<file path="config.mk">
export PLATFORM = sky130hd
export DESIGN_NAME = vga_timing_scheduler_flat
export DESIGN_NICKNAME = d
export VERILOG_FILES = /design/src/rtl/vga_timing_scheduler_if.sv /design/src/rtl/vga_timing_scheduler.sv /design/src/flat_wrapper.sv
export SDC_FILE = /design/constraint.sdc
export NUM_CORES = 1
export LEC_CHECK = 0
export CAP_MARGIN = 20
export CORE_MARGIN = 3
export CORE_UTILIZATION = 51
export CTS_CLUSTER_DIAMETER = 30
export DETAILED_ROUTE_END_ITERATION = 6
export PLACE_DENSITY = 0.79
export SYNTH_ARGS = -nofsm -noshare
export SYNTH_HDL_FRONTEND = slang
export SYNTH_SLANG_ARGS = --single-unit
</file>
<file path="constraint.sdc">
create_clock -name i_Clk -period 3.6 [get_ports i_Clk]
set_input_delay 0.9 -clock i_Clk [delete_from_list [all_inputs] [get_ports i_Clk]]
set_output_delay 0.9 -clock i_Clk [all_outputs]
set_load 0.01 [all_outputs]
</file>
<file path="src/rtl/vga_timing_scheduler_if.sv">
// vga_timing_scheduler_if
// Bundles everything exchanged between the raster scheduler and its
// neighbours except clock and reset.
//   Control side (master drives): i_Enable, i_Pattern, i_Pattern_Valid
//   Scheduler side (slave drives): o_Pattern_Ready, o_Pattern, o_Col_Count,
//     o_Row_Count, o_HSync, o_VSync, o_Active_Video, o_Frame_Start, o_Running
interface vga_timing_scheduler_if;
  logic       i_Enable;
  logic [3:0] i_Pattern;
  logic       i_Pattern_Valid;
  logic       o_Pattern_Ready;
  logic [3:0] o_Pattern;
  logic [9:0] o_Col_Count;
  logic [9:0] o_Row_Count;
  logic       o_HSync;
  logic       o_VSync;
  logic       o_Active_Video;
  logic       o_Frame_Start;
  logic       o_Running;

  modport master (
    output i_Enable, i_Pattern, i_Pattern_Valid,
    input  o_Pattern_Ready, o_Pattern, o_Col_Count, o_Row_Count,
           o_HSync, o_VSync, o_Active_Video, o_Frame_Start, o_Running
  );

  modport slave (
    input  i_Enable, i_Pattern, i_Pattern_Valid,
    output o_Pattern_Ready, o_Pattern, o_Col_Count, o_Row_Count,
           o_HSync, o_VSync, o_Active_Video, o_Frame_Start, o_Running
  );
endinterface

</file>
<file path="src/rtl/vga_timing_scheduler.sv">
// vga_timing_scheduler
// Owns the VGA column/row counters, decodes sync and active-video from them,
// starts/stops scanout only on frame boundaries and defers pattern changes
// to the first pixel of a frame through a one-entry pending register.
// Ports:
//   i_Clk  - pixel clock
//   i_Rst  - synchronous active-high reset
//   bus    - vga_timing_scheduler_if.slave (enable, pattern handshake,
//            counts, syncs, active video, frame start, running)
// Every output is a flop; decode is computed from the next count so each
// registered output lines up with the count shown in the same cycle.
module vga_timing_scheduler #(
  parameter int TOTAL_COLS  = 800,
  parameter int TOTAL_ROWS  = 525,
  parameter int ACTIVE_COLS = 640,
  parameter int ACTIVE_ROWS = 480,
  parameter int H_FRONT     = 16,
  parameter int H_SYNC      = 96,
  parameter int V_FRONT     = 10,
  parameter int V_SYNC      = 2
) (
  input  logic                   i_Clk,
  input  logic                   i_Rst,
  vga_timing_scheduler_if.slave  bus
);

  localparam logic [9:0] COL_LAST = 10'(TOTAL_COLS - 1);
  localparam logic [9:0] ROW_LAST = 10'(TOTAL_ROWS - 1);
  localparam logic [9:0] COL_ACT  = 10'(ACTIVE_COLS);
  localparam logic [9:0] ROW_ACT  = 10'(ACTIVE_ROWS);
  localparam logic [9:0] HS_FIRST = 10'(ACTIVE_COLS + H_FRONT);
  localparam logic [9:0] HS_LAST  = 10'(ACTIVE_COLS + H_FRONT + H_SYNC - 1);
  localparam logic [9:0] VS_FIRST = 10'(ACTIVE_ROWS + V_FRONT);
  localparam logic [9:0] VS_LAST  = 10'(ACTIVE_ROWS + V_FRONT + V_SYNC - 1);

  typedef enum logic [1:0] {
    ST_IDLE  = 2'd0,
    ST_RUN   = 2'd1,
    ST_DRAIN = 2'd2
  } state_t;

  state_t     state_q, state_d;
  logic [9:0] col_q, col_d;
  logic [9:0] row_q, row_d;
  logic       hsync_q, hsync_d;
  logic       vsync_q, vsync_d;
  logic       active_q, active_d;
  logic       frame_start_q, frame_start_d;
  logic       running_q, running_d;
  logic [3:0] pattern_q, pattern_d;
  logic       ready_q, ready_d;
  logic       pend_valid_q, pend_valid_d;
  logic [3:0] pend_q, pend_d;
  logic       frame_end_s;
  logic       apply_s;

  assign frame_end_s = (col_q == COL_LAST) && (row_q == ROW_LAST);

  // Next state and raster counters.
  always_comb begin
    state_d = state_q;
    col_d   = col_q;
    row_d   = row_q;
    case (state_q)
      ST_IDLE: begin
        col_d = 10'd0;
        row_d = 10'd0;
        if (bus.i_Enable) begin
          state_d = ST_RUN;
        end else begin
          state_d = ST_IDLE;
        end
      end
      ST_RUN, ST_DRAIN: begin
        // Stopping is only honoured on the last pixel of a frame, so a
        // frame is never truncated; otherwise counting never pauses.
        if (!bus.i_Enable && frame_end_s) begin
          state_d = ST_IDLE;
          col_d   = 10'd0;
          row_d   = 10'd0;
        end else begin
          if (col_q == COL_LAST) begin
            col_d = 10'd0;
            if (row_q == ROW_LAST) begin
              row_d = 10'd0;
            end else begin
              row_d = row_q + 10'd1;
            end
          end else begin
            col_d = col_q + 10'd1;
            row_d = row_q;
          end
          if (bus.i_Enable) begin
            state_d = ST_RUN;
          end else begin
            state_d = ST_DRAIN;
          end
        end
      end
      default: begin
        state_d = ST_IDLE;
        col_d   = 10'd0;
        row_d   = 10'd0;
      end
    endcase
  end

  // Output decode from the next count, plus pattern scheduling.
  always_comb begin
    running_d     = (state_d != ST_IDLE);
    frame_start_d = running_d && (col_d == 10'd0) && (row_d == 10'd0);
    if (running_d) begin
      active_d = (col_d < COL_ACT) && (row_d < ROW_ACT);
      hsync_d  = !((col_d >= HS_FIRST) && (col_d <= HS_LAST));
      vsync_d  = !((row_d >= VS_FIRST) && (row_d <= VS_LAST));
    end else begin
      active_d = 1'b0;
      hsync_d  = 1'b1;
      vsync_d  = 1'b1;
    end

    pattern_d    = pattern_q;
    pend_valid_d = pend_valid_q;
    pend_d       = pend_q;
    // While idle nothing is on screen, so a pending pattern lands at once;
    // otherwise only on the cycle the count enters (0,0).
    apply_s = pend_valid_q && ((state_q == ST_IDLE) || frame_start_d);
    if (apply_s) begin
      pattern_d    = pend_q;
      pend_valid_d = 1'b0;
    end else if (bus.i_Pattern_Valid && !pend_valid_q) begin
      // Accepted even on a boundary cycle: it then waits a full frame.
      pend_valid_d = 1'b1;
      pend_d       = bus.i_Pattern;
    end else begin
      pend_valid_d = pend_valid_q;
    end
    ready_d = !pend_valid_d;
  end

  // State, counters and registered outputs with synchronous reset.
  always_ff @(posedge i_Clk) begin
    if (i_Rst) begin
      state_q       <= ST_IDLE;
      col_q         <= 10'd0;
      row_q         <= 10'd0;
      hsync_q       <= 1'b1;
      vsync_q       <= 1'b1;
      active_q      <= 1'b0;
      frame_start_q <= 1'b0;
      running_q     <= 1'b0;
      pattern_q     <= 4'd0;
      ready_q       <= 1'b1;
      pend_valid_q  <= 1'b0;
      pend_q        <= 4'd0;
    end else begin
      state_q       <= state_d;
      col_q         <= col_d;
      row_q         <= row_d;
      hsync_q       <= hsync_d;
      vsync_q       <= vsync_d;
      active_q      <= active_d;
      frame_start_q <= frame_start_d;
      running_q     <= running_d;
      pattern_q     <= pattern_d;
      ready_q       <= ready_d;
      pend_valid_q  <= pend_valid_d;
      pend_q        <= pend_d;
    end
  end

  assign bus.o_Col_Count     = col_q;
  assign bus.o_Row_Count     = row_q;
  assign bus.o_HSync         = hsync_q;
  assign bus.o_VSync         = vsync_q;
  assign bus.o_Active_Video  = active_q;
  assign bus.o_Frame_Start   = frame_start_q;
  assign bus.o_Running       = running_q;
  assign bus.o_Pattern       = pattern_q;
  assign bus.o_Pattern_Ready = ready_q;

endmodule

</file>
<file path="src/flat_wrapper.sv">
// flat-port wrapper written by rule: the top's interface ports become plain ports
module vga_timing_scheduler_flat 
#(
  parameter int TOTAL_COLS  = 800,
  parameter int TOTAL_ROWS  = 525,
  parameter int ACTIVE_COLS = 640,
  parameter int ACTIVE_ROWS = 480,
  parameter int H_FRONT     = 16,
  parameter int H_SYNC      = 96,
  parameter int V_FRONT     = 10,
  parameter int V_SYNC      = 2
)
  (i_Clk, i_Rst, bus_i_Enable, bus_i_Pattern, bus_i_Pattern_Valid, bus_o_Pattern_Ready, bus_o_Pattern, bus_o_Col_Count, bus_o_Row_Count, bus_o_HSync, bus_o_VSync, bus_o_Active_Video, bus_o_Frame_Start, bus_o_Running);
  vga_timing_scheduler_if bus_i ();
  input  logic i_Clk;
  input  logic i_Rst;
  input wire logic [$bits(bus_i.i_Enable)-1:0] bus_i_Enable;
  input wire logic [$bits(bus_i.i_Pattern)-1:0] bus_i_Pattern;
  input wire logic [$bits(bus_i.i_Pattern_Valid)-1:0] bus_i_Pattern_Valid;
  output wire logic [$bits(bus_i.o_Pattern_Ready)-1:0] bus_o_Pattern_Ready;
  output wire logic [$bits(bus_i.o_Pattern)-1:0] bus_o_Pattern;
  output wire logic [$bits(bus_i.o_Col_Count)-1:0] bus_o_Col_Count;
  output wire logic [$bits(bus_i.o_Row_Count)-1:0] bus_o_Row_Count;
  output wire logic [$bits(bus_i.o_HSync)-1:0] bus_o_HSync;
  output wire logic [$bits(bus_i.o_VSync)-1:0] bus_o_VSync;
  output wire logic [$bits(bus_i.o_Active_Video)-1:0] bus_o_Active_Video;
  output wire logic [$bits(bus_i.o_Frame_Start)-1:0] bus_o_Frame_Start;
  output wire logic [$bits(bus_i.o_Running)-1:0] bus_o_Running;
  assign bus_i.i_Enable = bus_i_Enable;
  assign bus_i.i_Pattern = bus_i_Pattern;
  assign bus_i.i_Pattern_Valid = bus_i_Pattern_Valid;
  assign bus_o_Pattern_Ready = bus_i.o_Pattern_Ready;
  assign bus_o_Pattern = bus_i.o_Pattern;
  assign bus_o_Col_Count = bus_i.o_Col_Count;
  assign bus_o_Row_Count = bus_i.o_Row_Count;
  assign bus_o_HSync = bus_i.o_HSync;
  assign bus_o_VSync = bus_i.o_VSync;
  assign bus_o_Active_Video = bus_i.o_Active_Video;
  assign bus_o_Frame_Start = bus_i.o_Frame_Start;
  assign bus_o_Running = bus_i.o_Running;
  vga_timing_scheduler #(.TOTAL_COLS(TOTAL_COLS), .TOTAL_ROWS(TOTAL_ROWS), .ACTIVE_COLS(ACTIVE_COLS), .ACTIVE_ROWS(ACTIVE_ROWS), .H_FRONT(H_FRONT), .H_SYNC(H_SYNC), .V_FRONT(V_FRONT), .V_SYNC(V_SYNC)) u_core (.i_Clk(i_Clk), .i_Rst(i_Rst), .bus(bus_i));
endmodule
</file>
==> flow_summary.ini, run 1 <==
[setup_path]
worstReg2RegStart = u_core.bus.o_Col_Count[0]
reg2reg_slack_ns = 0.69
crit_type = reg2reg
crit_path_end_kind = flop
start_kind = flop
crit_fanout = 11
r2r-end = u_core.bus.o_Pattern[2]
startpoint = u_core.bus.o_Col_Count[0]
cp.arrival_ns = 3.14
cp-endpoint = u_core.bus.o_Pattern[2]
r2r_cells = 9
crit_required_ns = 3.82

[synthesis]
synth.ff_latch_count = 37
synth_mux_area_share_pct = 4.04
yosysWarnings = 0
synth-compound-area-share_pct = 12.6
ys_dominant_reg_cell = dfxtp_1
async_flop_share_pct = 0
ys_top_cells_by_area = dfxtp_1 (37%), nor2_1 (7.0%), xnor2_1 (5.3%)
synth_top_family_by_area = simple AND/OR/NAND/NOR gates
synth_fp_nets = 251
postSynthAreaPerCell_um2 = 8.34
yosys.area_share.simple_pct = 29.4
ys_types = 46
synth_top_area_share_pct = 37.3
synth_top_area_cell = dfxtp_1
mappedNetlistArea_um2 = 1980
yosysSeqAreaShare_pct = 37.3
netlist_top_cells_count = dfxtp_1 (37), nor2_1 (37), nand2_1 (12), xnor2_1 (12)
synth_adder_area_share_pct = 3.15
synth_xor_area_share_pct = 7.94
synth_edf_count = 0
syn_inst = 238

[cts]
post-cts-setup-buffer-count = 0
h-tree-depth = 2
cts_resized = 0
clock_latency_ns = 0.29
cts_tree = done
root_buffer = clkbuf_8
numCtsBuffers = 5
ctsHoldBuffers = 0
clk_pin_slew_worst_paths_ns = 0.07
cts_num_sinks = 37
clockBufferDepth = 2

[pwr]
cellLeakagePower_nw = 0.821
p_int_mw = 0.592
power_density_nw_per_um2 = 324
p_sw_share_pct = 25.1
p_comb_share_pct = 9.6
seqPwrFrac_pct = 53.8
pwr-share-clk_pct = 36.5
p_switching_mw = 0.198
total_power_mw = 0.791
peakVddDrop_mv = 0.245

[grt]
grt_start_max_net_pins = 24
grt_pass1_vias = 1571
grt_pass1_wl_um = 7270
antenna_found_initial = 0
track_usage_pct = 20.9
grt_overflow = 0

[die]
ios = 38
die_h_um = 68.4
core_um2 = 3720
die_width_um = 68.4
start_util_pct = 53.4
placement_rows = 22
die_area_um2 = 4680

[final_layout]
fill_cells = 323
final_nets = 282
syn_to_final_growth_pct = 23.2
drive_gt1_share_pct = 7.41
seqCellArea_um2 = 741
multiInputGateArea_um2 = 1130
n_antenna_cell = 0

[job]
cap_violations = 0

[sta]
fin_worst_skew_ns = 0.00264
finalMaxSlewViolations = 0
fin_crit_sh_pct = 80.9
rsz0062_at_grt = no
clock.fmax_ghz = 0.343
setup_viol = 0
hold_slack_ns = 0.480
tns_ns = 0
min_period_ns = 2.91
hold_viol_final = 0
slew_headroom_pct = 58.5
worst-slew-pin-transition_ns = 0.621

[hold_path]
hold_class = reg2reg

[placed_design]
place_congestion = 0.918
numPortBuffers = 37
hpwlAfterDp_um = 3190

[routing]
wire_per_inst_um = 14.1
remaining_drc_errors = 0
drt_pass1_iterations = 4
vias_per_cell = 5.53
initialDrtViolationCount = 139
ant_nets = 0
wl_um = 4470
num_vias = 1757

[status]
status = finished, final reports clean
-- cell families (layout without fill, tap and decap cells) --
kind of cell    count (synthesis)  in the layout
simple gates                  110            110
buf+inv                        25             57
flops                          37             37
compound gates                 35             35
fa+ha+maj                       5              5
xor+xnor                       18             18
mux                             8              8
-- worst max-delay path: stages, from the launching register on --
cell	delay, ns
dfxtp_1	0.43
ha_1	0.31
nand4_2	0.19
or4_4	0.61
o31a_1	0.32
o21ai_2	0.16
nand2b_1	0.08
nor4_2	0.33
o21a_4	0.22
mux2i_1	0.18
-- power by group through the flow --
stage,combinational (mW),clock [mW],sequential (mW)
after global placement,0.0748,0,0.435
after detailed placement,0.0759,0,0.435
after CTS,0.0764,0.295,0.426
final,0.0760,0.289,0.426
after global routing,0.0840,0.311,0.427
after floorplan,0.0434,0,0.438
-- state kept, by name (all words and copies together) (netlist names) --
name                        flops
u_core.bus.o_HSync              1
u_core.bus.o_VSync              1
u_core.pend_q                   4
u_core.bus.o_Active_Video       1
u_core.state_q                  2
u_core.bus.o_Pattern_Ready      1
u_core.bus.o_Pattern            4
u_core.bus.o_Frame_Start        1
u_core.bus.o_Col_Count         10
u_core.bus.o_Running            1
u_core.bus.o_Row_Count         10
u_core.pend_valid_q             1
-- final cells by class --
class	instances	share of cell area, %
Clock inverter	3	0.716
Tap cell	48	2.46
Timing Repair Buffer	39	15.8
Inverter	10	1.54
Multi-Input combinational cell	176	46.4
Clock buffer	5	2.81
Sequential cell	37	30.3
-- worst min-delay path by stage --
stage | startpoint | end | slack [ns] | cells after the start
floorplan | u_core.pend_q[0] | u_core.bus.o_Pattern[0] | 0.45 | 2
global placement | u_core.pend_q[3] | u_core.bus.o_Pattern[3] | 0.46 | 2
detailed placement | u_core.pend_q[0] | u_core.bus.o_Pattern[0] | 0.47 | 2
CTS | u_core.pend_q[0] | u_core.bus.o_Pattern[0] | 0.48 | 2
global route | u_core.pend_q[0] | u_core.bus.o_Pattern[0] | 0.50 | 2
finish | u_core.bus.o_Pattern[1] | u_core.bus.o_Pattern[1] | 0.48 | 2
-- per-layer routing --
metal / routed length (um) / track usage, %
met1: 2140 / 27.9
met2: 2010 / 32.1
met3: 241 / 5.09
met4: 85 / 8.68
met5: 0 / 0
-- placed cells by master (no fill, tap or decap), types with 7 or more instances in the layout --
cell | Yosys | routed
a21oi_1 | 7 | 7
clkdlybuf4s50_1 | 0 | 37
dfxtp_1 | 37 | 37
inv_1 | 10 | 10
mux2i_1 | 8 | 8
nand2_1 | 12 | 12
nand2b_1 | 9 | 9
nand3_1 | 10 | 10
nor2_1 | 37 | 37
xnor2_1 | 12 | 12
-- through the flow --
step                setup slack [ns]  cells  cell area [um^2]  utilization, %
global route                   0.504    318              2440            65.8
floorplan                       1.00    238              1980               -
detailed placement             0.714    310              2360            63.5
finish                         0.687    318              2440            65.8
global placement               0.838    310              2360            63.5
CTS                            0.678    318              2440            65.8
(Power assumes the default switching activity.)
==> run 2, diff against run 1 <==
clock period = 2.7 ns   (was 3.6 ns; I/O delays follow)
==> run 2 against run 1 <==
Clock-buffer cell count rose by 1. Power rose by 50%. Utilization rose by 5.4 points. Wire length rose by 6.7%. Combinational power rose by 45%. Global-route usage rose by 0.92 points. Sequential power rose by 33%. Sequential share of layout area fell by 2.2 points. Die area did not move. Sequential cell count did not move. Critical path depth did not move. Critical path type unchanged.
==> flow_summary.ini, run 2 (synthesis gave the netlist of run 1 again) <==
[cts]
cts_num_sinks = 37
clockBufferDepth = 2
h-tree-depth = 2
cts_tree = done
numCtsBuffers = 5
root_buffer = clkbuf_8
clock_latency_ns = 0.29
clk_pin_slew_worst_paths_ns = 0.08
ctsHoldBuffers = 0

[pwr]
cellLeakagePower_nw = 0.924
p_switching_mw = 0.265
peakVddDrop_mv = 0.297
power_density_nw_per_um2 = 447
p_comb_share_pct = 9.3
p_int_mw = 0.917
seqPwrFrac_pct = 48.0
p_sw_share_pct = 22.4
pwr-share-clk_pct = 42.7

[grt]
track_usage_pct = 21.8
grt_overflow = 0
grt_pass1_vias = 1645
antenna_found_initial = 0
grt_pass1_wl_um = 7670
grt_start_max_net_pins = 21

[die]
start_util_pct = 53.4
ios = 38
die_area_um2 = 4680
core_um2 = 3720
die_width_um = 68.4
die_h_um = 68.4
placement_rows = 22

[placed_design]
place_inst = 325
numPortBuffers = 37
place_area_um2 = 2470
hpwlAfterDp_um = 3460
place_congestion = 0.908

[final_layout]
syn_to_final_growth_pct = 33.2
final_cell_area_um2 = 2640
stdcell_count = 334
n_antenna_cell = 0
final_cell_mix = nor2_1 (37), clkdlybuf4s50_1 (37), dfxtp_1 (36), buf_4 (18)
final_nets = 298
drive_gt1_share_pct = 14.7

[routing]
wire_per_inst_um = 14.3
drt_pass1_iterations = 4
vias_per_cell = 5.57
initialDrtViolationCount = 136
num_vias = 1862
remaining_drc_errors = 0
wl_um = 4770
ant_nets = 0

[setup_path]
cp.arrival_ns = 2.89
crit_path_end_kind = flop
reg2reg_slack_ns = 0.04
crit_fanout = 4
crit_type = reg2reg
crit_required_ns = 2.92
start_kind = flop

[sta]
worst-slew-pin-transition_ns = 0.631
fin_crit_sh_pct = 98.6
finalMaxSlewViolations = 0
hold_viol_final = 0
slew_headroom_pct = 57.9
fin_worst_skew_ns = 0.00466
clock.fmax_ghz = 0.375
setup_viol = 0
hold_slack_ns = 0.476
min_period_ns = 2.66

[hold_path]
hold_class = reg2reg

[status]
status = finished, final reports clean

[job]
cap_violations = 0
[run 2: changes by cell type in the layout (fill, tap and decap cells not counted), sizes merged]
| cell | delta |
|---|---|
| clkinv | -2 |
| bufinv | +1 |
| clkbuf | +1 |
| buf | +16 |
[run 2: worst paths after layout]
check	cells after the start	start	to
worst max-delay path	9	u_core.bus.o_Col_Count[0]	u_core.bus.o_Pattern[3]
worst min-delay path	2	u_core.bus.o_Pattern[0]	u_core.bus.o_Pattern[0]
worst max register to register	9	u_core.bus.o_Col_Count[0]	u_core.bus.o_Pattern[3]
worst min register to register	2	u_core.bus.o_Pattern[0]	u_core.bus.o_Pattern[0]
[run 2: critical path, stage by stage (launching register included)]
cell	delay, ns
dfxtp_1	0.40
ha_4	0.17
and4_1	0.23
a21boi_0	0.12
or4_1	0.53
o31ai_2	0.26
a31oi_2	0.17
nor4_4	0.31
o21a_4	0.22
mux2i_1	0.19
[run 2: layout make-up]
cell class / count / area (um^2)
clock buffers: 6 / 82.6
clock inverters: 2 / 37.5
fillers: 303 / 1070
inverters: 10 / 37.5
multi-input cells: 176 / 1180
flip-flops and latches: 37 / 742
well taps: 48 / 60.1
repair buffers: 55 / 505
[run 2: power groups by stage]
stage	Clock (mW)	Sequential (mW)	Combinational (mW)
finish	0.505	0.568	0.110
global route	0.536	0.569	0.120
CTS	0.511	0.567	0.104
detailed placement	0	0.580	0.104
global placement	0	0.579	0.102
floorplan	0	0.584	0.0579
[run 2: through the flow]
step                util [%]  worst slack, ns  setup TNS, ns  total power, mW
floorplan                  -            0.100              0            0.641
global route            71.1          -0.0826         -0.300             1.23
global placement        66.5            0.178              0            0.681
detailed placement      66.5           0.0772              0            0.683
finish                  71.1           0.0366              0             1.18
CTS                     69.7           0.0579              0             1.18
[run 2: metal layers]
layer / up-vias / part of all wire, % / GRT usage, %
met5: - / 0 / 0
met1: 868 / 45 / 29.3
met4: 0 / 2.0 / 8.19
met2: 57 / 47 / 33.9
li1: 926 / - / -
met3: 11 / 6.1 / 4.93
[run 2: timing repair]
item | CTS | global route
setup endpoints to repair | 0 | 8
buffers inserted | 0 | 1
gates resized for setup | 0 | 8
==> run 3, diff against run 2 <==
GPL_TIMING_DRIVEN = 0   (was not set)
==> run 3 against run 2 <==
Cell count is 0.30% higher. Non-clock buffer count increased by 2. Sequential share of layout area increased by 0.23 points. Clock power is 23% lower. Clock skew increased by 0.0044 ns. First-iteration DRC count grew 18%. Sequential cell count did not move. Cell area grew 0.52%. Global-route usage rose by 0.27 points. Register-to-register slack gained 0.07 ns. Largest power group unchanged.
==> flow_summary.ini, run 3 (synthesis gave the netlist of run 1 again) <==
[final_layout]
syn_to_final_growth_pct = 33.9
drive_gt1_share_pct = 16.0
stdcell_count = 335
final_cell_mix = nor2_1 (37), clkdlybuf4s50_1 (37), dfxtp_1 (32), nand2_1 (12), xnor2_1 (12)
final_nets = 300
utilization_pct = 71.5
fill_cells = 297
n_antenna_cell = 0

[cts]
root_buffer = clkbuf_8
numCtsBuffers = 5
clk_pin_slew_worst_paths_ns = 0.07
h-tree-depth = 2
cts_tree = done
cts_num_sinks = 37
clock_latency_ns = 0.29
clockBufferDepth = 2

[sta]
fin_crit_sh_pct = 96.1
min_period_ns = 2.60
clock.fmax_ghz = 0.385
slew_headroom_pct = 68.8
fin_worst_skew_ns = 0.00907
hold_viol_final = 0
rsz0062_at_grt = yes
worst_slack_ns = 0.104
worst-slew-pin-transition_ns = 0.468
hold_slack_ns = 0.471
setup_viol = 0
finalMaxSlewViolations = 0

[status]
status = finished, final reports clean

[die]
core_um2 = 3720
start_util_pct = 53.4
ios = 38
die_width_um = 68.4
die_h_um = 68.4
die_area_um2 = 4680
placement_rows = 22

[job]
cap_violations = 0

[pwr]
p_comb_share_pct = 10.8
p_int_mw = 0.820
peakVddDrop_mv = 0.350
pwr-share-clk_pct = 36.2
p_sw_share_pct = 23.3
total_power_mw = 1.07
seqPwrFrac_pct = 53.0
p_switching_mw = 0.250
power_density_nw_per_um2 = 403
cellLeakagePower_nw = 0.914

[setup_path]
reg2reg_slack_ns = 0.10
worstReg2RegStart = u_core.bus.o_Col_Count[1]
crit_type = reg2reg
crit_required_ns = 2.92
crit_fanout = 6
start_kind = flop
cp.arrival_ns = 2.82
crit_path_end_kind = flop
r2r-end = u_core.bus.o_Pattern[1]
r2r_cells = 9

[routing]
remaining_drc_errors = 0
ant_nets = 0
num_vias = 1931
wire_per_inst_um = 14.7
wl_um = 4920
initialDrtViolationCount = 161
drt_pass1_iterations = 4
vias_per_cell = 5.76

[hold_path]
min_path_cells = 2
whs_endpoint = u_core.bus.o_Pattern[0]
hold_class = reg2reg
min_from = u_core.pend_q[0]

[grt]
antenna_found_initial = 0
grt_start_max_net_pins = 11
track_usage_pct = 22.1
grt_pass1_vias = 1715
grt_overflow = 0
grt_pass1_wl_um = 7740

[placed_design]
numPortBuffers = 37
place_ws_ns = -0.369
place_inst = 323
place_congestion = 0.882
hpwlAfterDp_um = 3310
-- run 3: cell types whose count changed in the layout (fill, tap and decap cells not counted), moves of 2 or more --
cell	before	now
dfxtp_4	0	2
dfxtp_1	36	32
clkbuf_2	0	2
dfxtp_2	1	3
buf_4	18	8
buf_2	0	3
clkbuf_1	0	7
-- run 3: per-layer routing --
metal  vias up  part of all wire (%)  GRT usage [%]
met5         -                     0              0
li1        935                     -              -
met3        14                   5.0           4.60
met1       908                    43           28.3
met2        74                    49           36.5
met4         0                   2.3           8.19
-- run 3: power by group through the flow --
stage / combinational (mW) / clock (mW) / sequential (mW)
2_1_floorplan: 0.0579 / 0 / 0.584
3_3_place_gp: 0.102 / 0 / 0.580
4_1_cts: 0.110 / 0.388 / 0.569
5_1_grt: 0.127 / 0.413 / 0.568
3_5_place_dp: 0.103 / 0 / 0.581
6_report: 0.116 / 0.387 / 0.567
-- run 3: how the worst max path moves through the flow --
| stage | startpoint | end | slack [ns] | cells after the start |
|---|---|---|---|---|
| after floorplan | u_core.bus.o_Col_Count[1] | u_core.bus.o_Pattern[0] | 0.10 | 9 |
| after global placement | u_core.bus.o_Col_Count[0] | u_core.bus.o_Pattern[1] | -0.33 | 9 |
| after detailed placement | u_core.bus.o_Col_Count[0] | u_core.bus.o_Pattern[1] | -0.37 | 9 |
| after CTS | u_core.bus.o_Col_Count[0] | u_core.bus.o_Pattern[1] | 0.004 | 9 |
| after global routing | u_core.bus.o_Col_Count[4] | u_core.bus.o_Pattern[0] | -0.04 | 8 |
| final | u_core.bus.o_Col_Count[1] | u_core.bus.o_Pattern[1] | 0.10 | 9 |
-- run 3: what timing repair did --
action,in CTS,in global routing
setup buffers,0,7
setup endpoints to repair,11,10
cloned,0,0
pin swaps,3,11
resized for setup,11,17
hold buffers,0,0
-- run 3: per-stage QoR --
stage	cell area [um^2]	setup TNS, ns
after detailed placement	2410	-2.81
after floorplan	1980	0
after global placement	2410	-2.38
final	2660	0
after global routing	2660	-0.138
after CTS	2560	0
-- run 3: worst max-delay path, stage by stage, from the launching register on --
cell      delay [ns]
dfxtp_4         0.38
ha_4            0.18
nand4_4         0.12
or4_4           0.46
o31a_1          0.27
o21ai_2         0.19
nand2b_1        0.14
nor4_4          0.38
o21a_4          0.22
mux2i_1         0.18
-- run 3: layout make-up --
cell class / count / area [um^2] / area share [%]
Timing Repair Buffer: 44 / 423 / 15.9
Tap cell: 48 / 60.1 / 2.26
Multi-Input combinational cell: 176 / 1230 / 46.4
Buffer: 13 / 66.3 / 2.50
Inverter: 10 / 37.5 / 1.41
Clock buffer: 7 / 86.3 / 3.25
Sequential cell: 37 / 752 / 28.3
